==> src/rtl/value_change_recorder.sv <==
// Records each change of a sampled value with its cycle timestamp and queues it in a small FIFO.
// Latency: a change sampled in cycle t reaches the FIFO head in cycle t+1 when the FIFO is empty.
// Backpressure: a full FIFO that is not popped this cycle drops the change and flags it (overflow, drop_count).

// Generic show-ahead FIFO: the head is always visible; push/pop must only be asserted when legal.
// Latency: a write is visible at the head one cycle later.
// Backpressure: none internally; the caller qualifies push with full and pop with empty.
module vcr_fifo #(
    parameter int WIDTH = 8,
    parameter int DEPTH = 4
) (
    input  logic             clk,
    input  logic             rst,
    input  logic             push,
    input  logic [WIDTH-1:0] push_dat,
    input  logic             pop,
    output logic [WIDTH-1:0] head,
    output logic             full,
    output logic             empty
);
    localparam int AW = $clog2(DEPTH);

    logic [WIDTH-1:0] mem [DEPTH];
    logic [AW-1:0]    wr_ptr;
    logic [AW-1:0]    rd_ptr;
    logic [AW:0]      count;

    assign full  = (count == (AW+1)'(DEPTH));
    assign empty = (count == '0);
    assign head  = mem[rd_ptr];

    // Storage, pointers and occupancy; pointers wrap naturally since DEPTH is a power of two.
    always_ff @(posedge clk or posedge rst) begin
        if (rst) begin
            for (int i = 0; i < DEPTH; i++) mem[i] <= '0;
            wr_ptr <= '0;
            rd_ptr <= '0;
            count  <= '0;
        end else begin
            if (push) begin
                mem[wr_ptr] <= push_dat;
                wr_ptr      <= wr_ptr + 1'b1;
            end
            if (pop) begin
                rd_ptr <= rd_ptr + 1'b1;
            end
            if (push && !pop) begin
                count <= count + 1'b1;
            end else if (pop && !push) begin
                count <= count - 1'b1;
            end
        end
    end
endmodule

module value_change_recorder #(
    parameter int DATA_W = 2,
    parameter int TS_W   = 16,
    parameter int DEPTH  = 4,
    parameter int CNT_W  = 8
) (
    input  logic              clk,
    input  logic              rst,
    input  logic              sample_valid,
    input  logic [DATA_W-1:0] sample_data,
    output logic              rec_valid,
    input  logic              rec_ready,
    output logic [TS_W-1:0]   rec_time,
    output logic [DATA_W-1:0] rec_data,
    output logic              rec_first,
    output logic              overflow,
    output logic [CNT_W-1:0]  drop_count
);
    typedef struct packed {
        logic [TS_W-1:0]   ts;
        logic [DATA_W-1:0] data;
        logic              first;
    } rec_t;

    localparam int REC_W = $bits(rec_t);

    logic [TS_W-1:0]   ts;
    logic              have_last;
    logic [DATA_W-1:0] last_value;
    logic              change;
    logic              pop;
    logic              push;
    logic              drop;
    logic              fifo_full;
    logic              fifo_empty;
    rec_t              new_rec;
    logic [REC_W-1:0]  head_raw;
    rec_t              head_rec;

    // Event detection and push/drop decision; a same-cycle pop frees the slot a full FIFO needs.
    always_comb begin
        change        = sample_valid && (!have_last || (sample_data != last_value));
        pop           = rec_valid && rec_ready;
        push          = change && (!fifo_full || pop);
        drop          = change && fifo_full && !pop;
        new_rec.ts    = ts;
        new_rec.data  = sample_data;
        new_rec.first = !have_last;
    end

    // Free-running timestamp plus last-seen value; last_value tracks the true signal even on drops.
    always_ff @(posedge clk or posedge rst) begin
        if (rst) begin
            ts         <= '0;
            have_last  <= 1'b0;
            last_value <= '0;
        end else begin
            ts <= ts + 1'b1;
            if (change) begin
                have_last  <= 1'b1;
                last_value <= sample_data;
            end
        end
    end

    // Sticky overflow flag and saturating drop counter, cleared only by reset.
    always_ff @(posedge clk or posedge rst) begin
        if (rst) begin
            overflow   <= 1'b0;
            drop_count <= '0;
        end else if (drop) begin
            overflow <= 1'b1;
            if (drop_count != '1) begin
                drop_count <= drop_count + 1'b1;
            end
        end
    end

    vcr_fifo #(
        .WIDTH (REC_W),
        .DEPTH (DEPTH)
    ) u_fifo (
        .clk      (clk),
        .rst      (rst),
        .push     (push),
        .push_dat (new_rec),
        .pop      (pop),
        .head     (head_raw),
        .full     (fifo_full),
        .empty    (fifo_empty)
    );

    assign head_rec  = rec_t'(head_raw);
    assign rec_valid = !fifo_empty;
    assign rec_time  = head_rec.ts;
    assign rec_data  = head_rec.data;
    assign rec_first = head_rec.first;
endmodule

==> config.mk <==
export PLATFORM = sky130hd
export DESIGN_NAME = value_change_recorder
export DESIGN_NICKNAME = d
export VERILOG_FILES = /design/src/rtl/value_change_recorder.sv
export SDC_FILE = /design/constraint.sdc
export NUM_CORES = 1
export LEC_CHECK = 0
export ABC_AREA = 1
export BUFFER_PORTS_ARGS = -buffer_cell sky130_fd_sc_hd__buf_2
export CORE_ASPECT_RATIO = 1.5
export CORE_MARGIN = 5
export CORE_UTILIZATION = 35
export CTS_BUF_LIST = sky130_fd_sc_hd__clkbuf_8
export DETAILED_ROUTE_END_ITERATION = 10
export PLACE_DENSITY_LB_ADDON = 0.15
export SETUP_SLACK_MARGIN = 0.4
export SYNTH_ARGS = -nofsm -noshare
export SYNTH_HDL_FRONTEND = slang
export SYNTH_HIERARCHICAL = 1
export SYNTH_SLANG_ARGS = --single-unit
==> constraint.sdc <==
create_clock -name clk -period 2.2 [get_ports clk]
set_input_delay 0.11 -clock clk [delete_from_list [all_inputs] [get_ports clk]]
set_output_delay 0.11 -clock clk [all_outputs]
set_load 0.1 [all_outputs]
==> metrics <==
mux contribution to synthesized area=0%; Avg WL per Cell=14.1 um; crit path max-delay cell type=dfrtp_1; setup total negative slack=0 ns; Post-DP HPWL=8230 um; Slew Limit Fails=0; PwrDens=1500 nW/um^2; post-synth top area cell=dfrtp_1; CTS H-tree depth=3; Worst-path clk slew=0.11 ns; DRT Pass-1 Iters=4; worst min-delay path class=primary input to flop; critical path, cell by cell=inv_2, nand2_2, nand3_2, nor2_2, nor2_2, inv_4, nor2_4, ha_4, inv_2, fa_2, inv_1, nand2_1, nand3_1, nand2_1, nand2_1; status=finished clean; diode count=0; PortBufs=34; hold_sp=rec_ready; Synth top area share=48.5%; Syn Std Cell Area=5720 um^2; full die area=19100 um^2; final total power=10.1 mW; top cells by count, synth=169 x nand2_1, 111 x dfrtp_1, 90 x inv_1; drt drc=0; compound-gate portion of the synthesized area=16.5%; max cap viols=0; Die Width=114 um; IR drop worst, VDD=995 uV; kind of critical path=flop to flop; critical path's most frequent cell=nand2_1; pin count of the biggest net entering global routing=53; TritonCTS Buffers=9; Mapped Avg Cell Area=9.13 um^2; clock latency on the worst-skew pair=0.37 ns; most frequent cell after synthesis=nand2_1; Rel. slew slack=51.3%; crit path buf inv count=4; GR Overflow Total=0; synthesis-stage register bit count=111; CP Launch Type=flop; DRT antenna net count=0; R2R Setup Slk=0.32 ns; die height=167 um; deepest clock path buffer count=2; endpoints failing hold=0; final worst-path cycle share=85.6%; synth top area cells=dfrtp_1 49%, nand2_1 11%, o21ai_2 6.4%, inv_1 5.9%, o211ai_2 4.2%; number of flops mapped to enable cells by yosys=0; Static Leak=3.21 nW; Worst R2R Start=last_value[0]; Post-Synth XOR/XNOR Area=3.21%; root buf cell=clkbuf_8; CTS tree=done; Peak Freq=0.531 GHz; Core ar.=16100 um^2; first-pass GRT wire length=20900 um; adder-cell area share of the yosys netlist=1.88%; gpl congestion=0.785; crit path max fanout=2; layout cells sized above 1=28.2%; worst-margin pin slew=0.729 ns; vias in the first global route=4289; initial drt markers=160; # IOs=35; Initial Util=35.5%; Layout Nets=683; unrepaired setup endpoints after global routing=true; Layout Skew=0.0116 ns; Post-synth ARST share=100%; library cells used by synthesis=28; Net Count, Synth=641; Sink Count=111; top_reg_cell synth=dfrtp_1; post-DR vias/cell=4.68; row count=57; Post-Syn Instances=627; Crit. Startpoint=last_value[0]; Critical Path AT=2.20 ns; CP delay by family, top=simple AND/OR/NAND/NOR gates; via count=4110; Setup crit end kind=flop; area grow syn2layout=17.6%; Routed WL=12400 um; final setup vio count=0; crit-path max cell delay=0.41 ns; yosys synthesis warning count=6; Seq/Total Area, Yosys=48.5%; initial antenna violation count=0; largest family of logic cells by synthesized area=simple AND/OR/NAND/NOR gates; Worst Path Required=2.51 ns; total track usage=13.6%; Final Critical Period=1.88 ns; simple-gate share of the synthesized area=18.9%
-- path summary, 6_finish.rpt --
kind,endpoint,depth (start not counted)
min in group asynchronous,drop_count[7],3
worst max register to register,u_fifo/count[2],15
worst max-delay path,u_fifo/count[2],15
worst min-delay path,u_fifo/rd_ptr[1],5
worst min register to register,overflow,1
max in group asynchronous,u_fifo/mem[29],4
-- registers in the layout, summed over array words and instances, names as in the netlist, 2 cells and up --
signal         cells
drop_count         8
last_value         2
ts                16
u_fifo/count       3
u_fifo/mem        76
u_fifo/rd_ptr      2
u_fifo/wr_ptr      2
-- what timing repair did --
item	4_1_cts	5_1_grt
endpoints found under the hold margin	49	0
hold buffers	4	0
pin swaps	5	5
resized for setup	10	7
buffers inserted	6	3
endpoints found under the setup margin	23	82
-- placed cells by master (no fill, tap or decap), drive strengths merged, types with 9 or more instances in the layout --
cell / netlist / layout
nand2: 194 / 194
buf: 32 / 59
clkbuf: 0 / 9
dfrtp: 111 / 111
nand4: 10 / 10
nor2: 16 / 16
inv: 95 / 97
o211ai: 38 / 38
xnor2: 12 / 12
nand3: 18 / 18
xor2: 9 / 9
o21ai: 80 / 80
-- area by class of cell --
cell class,instances,area [um^2]
fillers,1649,9390
flip-flops and latches,111,2790
multi-input cells,389,2400
repair buffers,63,766
inverters,95,363
well taps,206,258
clock buffers,9,124
clock inverters,6,40.0
-- power by group --
part	internal (mW)	switching, mW	total, mW
sequential	2.42	0.287	2.71
clock	0.405	0.699	1.10
combinational	2.11	4.18	6.29
-- metrics by stage --
step | area [um^2] | hold slack [ns] | std cells | setup WS [ns] | util (%)
floorplan | 5760 | 0.175 | 627 | 0.276 | -
global placement | 6390 | 0.0641 | 851 | 0.323 | 39.7
detailed placement | 6390 | 0.0593 | 851 | 0.266 | 39.7
CTS | 6690 | 0.130 | 876 | 0.353 | 41.5
global route | 6730 | 0.126 | 879 | 0.216 | 41.8
finish | 6730 | 0.144 | 879 | 0.316 | 41.8
-- logic make-up after synthesis --
group                    count (synthesis)
AO/OA/AOI/OAI                          119
XOR/XNOR                                21
adder cells (fa/ha/maj)                  8
buffers and inverters                  127
flip-flops                             111
AND/OR/NAND/NOR                        241
-- worst register-to-register path, delay by kind of cell, from the launching register on --
| family | cells | cell delay, ns |
|---|---|---|
| flip-flops | 1 | 0.41 |
| AND/OR/NAND/NOR | 9 | 0.71 |
| buffers and inverters | 4 | 0.23 |
| adder cells (fa/ha/maj) | 2 | 0.48 |
-- per-layer routing --
layer	GRT usage [%]	vias to the layer above	routed length, um	part of all wire (%)
met5	0	-	0	0
met4	4.29	0	170	1.4
met3	2.29	11	324	2.6
met2	24.8	49	6560	53
met1	16.1	1981	5360	43
li1	-	2069	-	-
Note: power is estimated with default switching activity, not from simulation.
